## src/rtl/commit_trace_fifo.sv

```systemverilog
// rtl/commit_trace_fifo.sv - in-order FIFO of GRF/DM commits drained over a valid/ready handshake
module commit_trace_fifo #(
    parameter int DEPTH = 8,
    parameter int AW    = 3
) (
    input  logic          clk,
    input  logic          reset,
    input  logic          grf_we,
    input  logic [31:0]   grf_pc,
    input  logic [4:0]    grf_a3,
    input  logic [31:0]   grf_wd,
    input  logic          dm_we,
    input  logic [31:0]   dm_pc,
    input  logic [31:0]   dm_addr,
    input  logic [31:0]   dm_wd,
    output logic          out_valid,
    input  logic          out_ready,
    output logic          out_type,
    output logic [31:0]   out_pc,
    output logic [31:0]   out_addr,
    output logic [31:0]   out_data,
    output logic [AW:0]   count,
    output logic          overflow
);

    localparam logic [AW+1:0] DEPTH_W = (AW+2)'(DEPTH);

    logic          type_mem [DEPTH];
    logic [31:0]   pc_mem   [DEPTH];
    logic [31:0]   addr_mem [DEPTH];
    logic [31:0]   data_mem [DEPTH];

    logic [AW-1:0] head;
    logic [AW-1:0] tail;
    logic [AW:0]   count_q;
    logic          overflow_q;

    logic          grf_req;
    logic          dm_req;
    logic          pop;
    logic [AW+1:0] free;
    logic          push_grf;
    logic          push_dm;
    logic          drop;
    logic [1:0]    n_push;
    logic [AW-1:0] tail_p1;
    logic [AW-1:0] dm_slot;

    assign grf_req = grf_we && (grf_a3 != 5'd0);
    assign dm_req  = dm_we;
    assign pop     = out_valid && out_ready;

    // A same-cycle pop releases its slot to this cycle's push.
    assign free = DEPTH_W - {1'b0, count_q} + {{(AW+1){1'b0}}, pop};

    always_comb begin
        push_grf = 1'b0;
        push_dm  = 1'b0;
        if (grf_req && (free >= (AW+2)'(1))) begin
            push_grf = 1'b1;
        end
        if (dm_req) begin
            if (grf_req) begin
                push_dm = (free >= (AW+2)'(2));
            end else begin
                push_dm = (free >= (AW+2)'(1));
            end
        end
    end

    assign drop    = (grf_req && !push_grf) || (dm_req && !push_dm);
    assign n_push  = {1'b0, push_grf} + {1'b0, push_dm};
    assign tail_p1 = tail + {{(AW-1){1'b0}}, 1'b1};
    assign dm_slot = push_grf ? tail_p1 : tail;

    // GRF always takes the older slot when both commit in one cycle.
    always_ff @(posedge clk) begin
        if (push_grf) begin
            type_mem[tail] <= 1'b0;
            pc_mem[tail]   <= grf_pc;
            addr_mem[tail] <= {27'b0, grf_a3};
            data_mem[tail] <= grf_wd;
        end
        if (push_dm) begin
            type_mem[dm_slot] <= 1'b1;
            pc_mem[dm_slot]   <= dm_pc;
            addr_mem[dm_slot] <= dm_addr;
            data_mem[dm_slot] <= dm_wd;
        end
    end

    always_ff @(posedge clk or negedge reset) begin
        if (!reset) begin
            head       <= '0;
            tail       <= '0;
            count_q    <= '0;
            overflow_q <= 1'b0;
        end else begin
            if (pop) begin
                head <= head + {{(AW-1){1'b0}}, 1'b1};
            end
            tail    <= tail + {{(AW-2){1'b0}}, n_push};
            count_q <= count_q + {{(AW-1){1'b0}}, n_push} - {{AW{1'b0}}, pop};
            if (drop) begin
                overflow_q <= 1'b1;
            end
        end
    end

    // Fields are forced to zero when empty so reset leaves them at 0 regardless of storage.
    assign out_valid = (count_q != '0);
    assign out_type  = out_valid ? type_mem[head] : 1'b0;
    assign out_pc    = out_valid ? pc_mem[head]   : 32'd0;
    assign out_addr  = out_valid ? addr_mem[head] : 32'd0;
    assign out_data  = out_valid ? data_mem[head] : 32'd0;
    assign count     = count_q;
    assign overflow  = overflow_q;

endmodule
```

## config.mk

```make
export PLATFORM = sky130hd
export DESIGN_NAME = commit_trace_fifo
export DESIGN_NICKNAME = d
export VERILOG_FILES = /design/src/rtl/commit_trace_fifo.sv
export SDC_FILE = /design/constraint.sdc
export NUM_CORES = 1
export LEC_CHECK = 0
export CAP_MARGIN = 20
export CORE_ASPECT_RATIO = 1.1
export CORE_MARGIN = 2
export CORE_UTILIZATION = 64
export CTS_CLUSTER_DIAMETER = 50
export DETAILED_ROUTE_END_ITERATION = 8
export GPL_TIMING_DRIVEN = 0
export PLACE_DENSITY = 0.86
export SYNTH_ARGS = -nofsm -noshare
export SYNTH_HDL_FRONTEND = slang
export SYNTH_SLANG_ARGS = --single-unit
```

## constraint.sdc

```tcl
create_clock -name clk -period 18.6 [get_ports clk]
set_clock_uncertainty 0.1 [all_clocks]
set_input_delay 3.72 -clock clk [delete_from_list [all_inputs] [get_ports clk]]
set_output_delay 3.72 -clock clk [all_outputs]
set_load 0.05 [all_outputs]
```

==> impl_metrics.py <==
metrics = {
    "run_status": {
        "status": "completed",
    },
    "power": {
        "power.density_nw_per_um2": 189.3,
        "p_leak_nw": 15.20,
        "p_int_mw": 5.142,
        "vdd_drop_max_v": 0.0001407,
        "p_sw_mw": 3.390,
        "power_frac_comb_pct": 48.5,
        "p_seq_share_pct": 33.1,
        "p_sw_share_pct": 39.73,
        "clock_power_share_pct": 18.3,
    },
    "sta": {
        "finalSetupTns_ps": 0,
        "slew_viol_final": 0,
        "hold_viol": 0,
        "setup_viol": 0,
        "fin_crit_sh_pct": 46.53,
        "worst-slew-pin-transition_ps": 1175,
        "rsz0062_at_grt": "false",
        "max_freq_mhz": 115.5,
        "slew_headroom_pct": 21.21,
        "min_period_ps": 8655,
    },
    "grt": {
        "track_usage_pct": 33.16,
        "antenna_found_initial": 25,
        "grt_remaining_overflow": 0,
        "grt_pass1_wl_um": 149100,
        "grt_pass1_vias": 23740,
        "grt_max_degree": 50,
    },
    "final_layout": {
        "drive_gt1_share_pct": 36.10,
        "nets": 2758,
        "fillCellCount": 3350,
        "stdcell_area_um2": 45080,
        "areaGrowthSynthToFinish_pct": 17.75,
        "instances_no_fill": 3423,
        "postLayoutCoreUtil_pct": 75.75,
    },
    "synthesis": {
        "synth_area_leaders": "edfxtp_1 60%, mux2_2 16%, mux4_2 11%",
        "syn_inst": 2196,
        "syn_area_per_cell_um2": 17.43,
        "synth_top_area_share_pct": 60.24,
        "ys_types": 42,
        "synthDominantAreaCellType": "edfxtp_1",
        "async_flop_share_pct": 1.398,
        "synth-seq-cells": 787,
        "synth_ff_type": "edfxtp_1",
        "syn_nets": 2381,
        "synth_edf_count": 768,
        "ys_warn_count": 0,
        "syn_area_um2": 38280,
        "ys_seq_area_share_pct": 61.38,
    },
    "placed_design": {
        "dp_hpwl_um": 63780,
        "gp_congestion": 0.8287,
        "portBuffers": 271,
        "placed_area_um2": 42470,
        "dp.cells": 3255,
    },
    "detailed_routing": {
        "drtIter0Drc": 2614,
        "viasPerCell": 6.591,
        "drt_pre_antenna_iters": 5,
        "via_count": 22560,
        "routedWlPerCell_um": 29.78,
        "final_antenna_net_count": 0,
        "drc": 0,
        "wl_um": 101900,
    },
    "cts": {
        "cts-resized-gates": 0,
        "clkLatencyLatePin_ps": 630,
        "cts_hold_buf": 0,
        "cts.clk_slew.worst_paths_ps": 60,
        "cts_buffers": 79,
        "htreeDepth": 3,
        "cts.sinks": 787,
        "cts_tree": "done",
        "cts-root-buf": "clkbuf_16",
        "postCtsSetupRepairBufs": 0,
        "max-clock-path-buffers": 3,
    },
    "setup_path": {
        "endpoint_kind": "primary output",
        "critPathKind": "reg -> out",
        "ff2ff_setup_slack_ps": 12090,
        "cp.required_ps": 14780,
        "critPathMaxFanout": 10,
        "critPathArrivalTime_ps": 4840,
        "cp-start-kind": "register",
    },
    "die": {
        "chipHeight_um": 260.5,
        "ioPinCount": 273,
        "core_area_um2": 59510,
        "rows": 94,
        "dieArea_um2": 61790,
        "die_w_um": 237.2,
        "initial_utilization_pct": 64.33,
    },
    "flow_run": {
        "drv_cap": 0,
    },
    "min_path": {
        "min_path_type": "reg -> reg",
    },
}
==> layout make-up <==
class                           instances  area [um2]  area share (%)
Inverter                               14       52.55          0.1166
Buffer                                149       693.2           1.538
Clock inverter                         46       331.6          0.7355
Sequential cell                       787       23500           52.13
Clock buffer                           99        2158           4.788
Antenna cell                           18       45.04         0.09992
Multi-Input combinational cell       1246       14100           31.28
Tap cell                              768       960.9           2.132
Timing Repair Buffer                  296        3238           7.183
==> synthesized netlist by cell type, types with 3 or more instances <==
cell	count
mux2_2	537
nand3_1	4
dfrtp_1	11
nor3_1	4
buf_2	57
dfxtp_1	8
buf_1	23
nand2b_1	11
nand2_1	8
inv_1	14
mux2_1	16
nor3_4	4
nor3_2	4
xnor2_1	4
clkbuf_1	56
mux2i_1	98
mux4_2	194
ha_1	13
nor2b_1	3
clkbuf_2	5
nor2_1	99
buf_6	7
a21o_1	10
and2_1	217
edfxtp_1	768
xor2_1	3
==> worst paths after layout <==
path                                              to                start  cells past startpoint
min in group asynchronous         count[3]$_DFF_PN0_                reset                      1
setup / recovery                        out_data[30]  head[2]$_DFFE_PN0P_                      6
setup reg to reg           data_mem[2][23]$_DFFE_PP_   count[2]$_DFF_PN0_                     17
hold reg to reg                  type_mem[3]$_DFF_P_  type_mem[3]$_DFF_P_                      1
hold / removal                   type_mem[3]$_DFF_P_  type_mem[3]$_DFF_P_                      1
max in group asynchronous          tail[2]$_DFF_PN0_                reset                      1
==> metrics by stage <==
stage                     worst slack, ps  total power, mW  hold slack [ps]
after floorplan                      9739            5.546            320.6
after global placement               5947            6.871            328.9
after global routing                 9956            8.797            384.5
after detailed placement             9526            6.954            339.4
final                                9945            8.531            359.0
after CTS                           10050            8.514            358.0
==> sequential cells by signal, summed over array words and instances, names as in the netlist <==
signal and flops:
addr_mem 256, data_mem 256, pc_mem 256, type_mem 8, count 4, head 3, tail 3, overflow 1
==> power by group through the flow <==
stage | logic (mW) | clock network [mW] | registers (mW)
global route | 4.31 | 1.63 | 2.86
global placement | 3.91 | 0 | 2.96
CTS | 4.12 | 1.57 | 2.82
detailed placement | 4.10 | 0 | 2.86
floorplan | 2.67 | 0 | 2.88
finish | 4.14 | 1.56 | 2.83
==> cell families after synthesis <==
group	synth area share, %
simple gates	5.259
flops	61.38
compound gates	0.3791
fa+ha+maj	0.5556
mux	30.28
xor+xnor	0.2026
buf+inv	1.948
==> worst max-delay path, cell delays in order (launching register included) <==
cell,delay [ps]
dfrtp_1,320
clkbuf_1,670
buf_1,880
buf_1,880
mux2i_1,170
nor2_1,390
clkdlybuf4s50_1,890
==> cell usage in the layout (no fill, tap or decap), drive strengths merged, types with 2 or more instances in the layout <==
cell type        n
o32a             2
ha              13
and2           217
nand2b          11
nor2b            3
buf            113
fa               2
clkbuf         160
nand3            4
diode           18
bufinv           4
mux4           194
nand2            8
clkinvlp         4
mux2           554
nor2            99
dfxtp            8
clkdlybuf4s50  271
nor3            12
a21o            10
mux2i           98
edfxtp         768
inv             15
dfrtp           11
xor2             3
xnor2            5
clkinv          37
==> per-layer routing <==
metal / vias up / wire (um) / global-route usage [%]
li1: 9432 / - / -
met1: 11589 / 37380 / 42.14
met4: 24 / 4140 / 16.35
met5: - / 162 / 0
met3: 260 / 9434 / 7.415
met2: 1255 / 50830 / 54.67
Note: power is estimated with default switching activity, not from simulation.
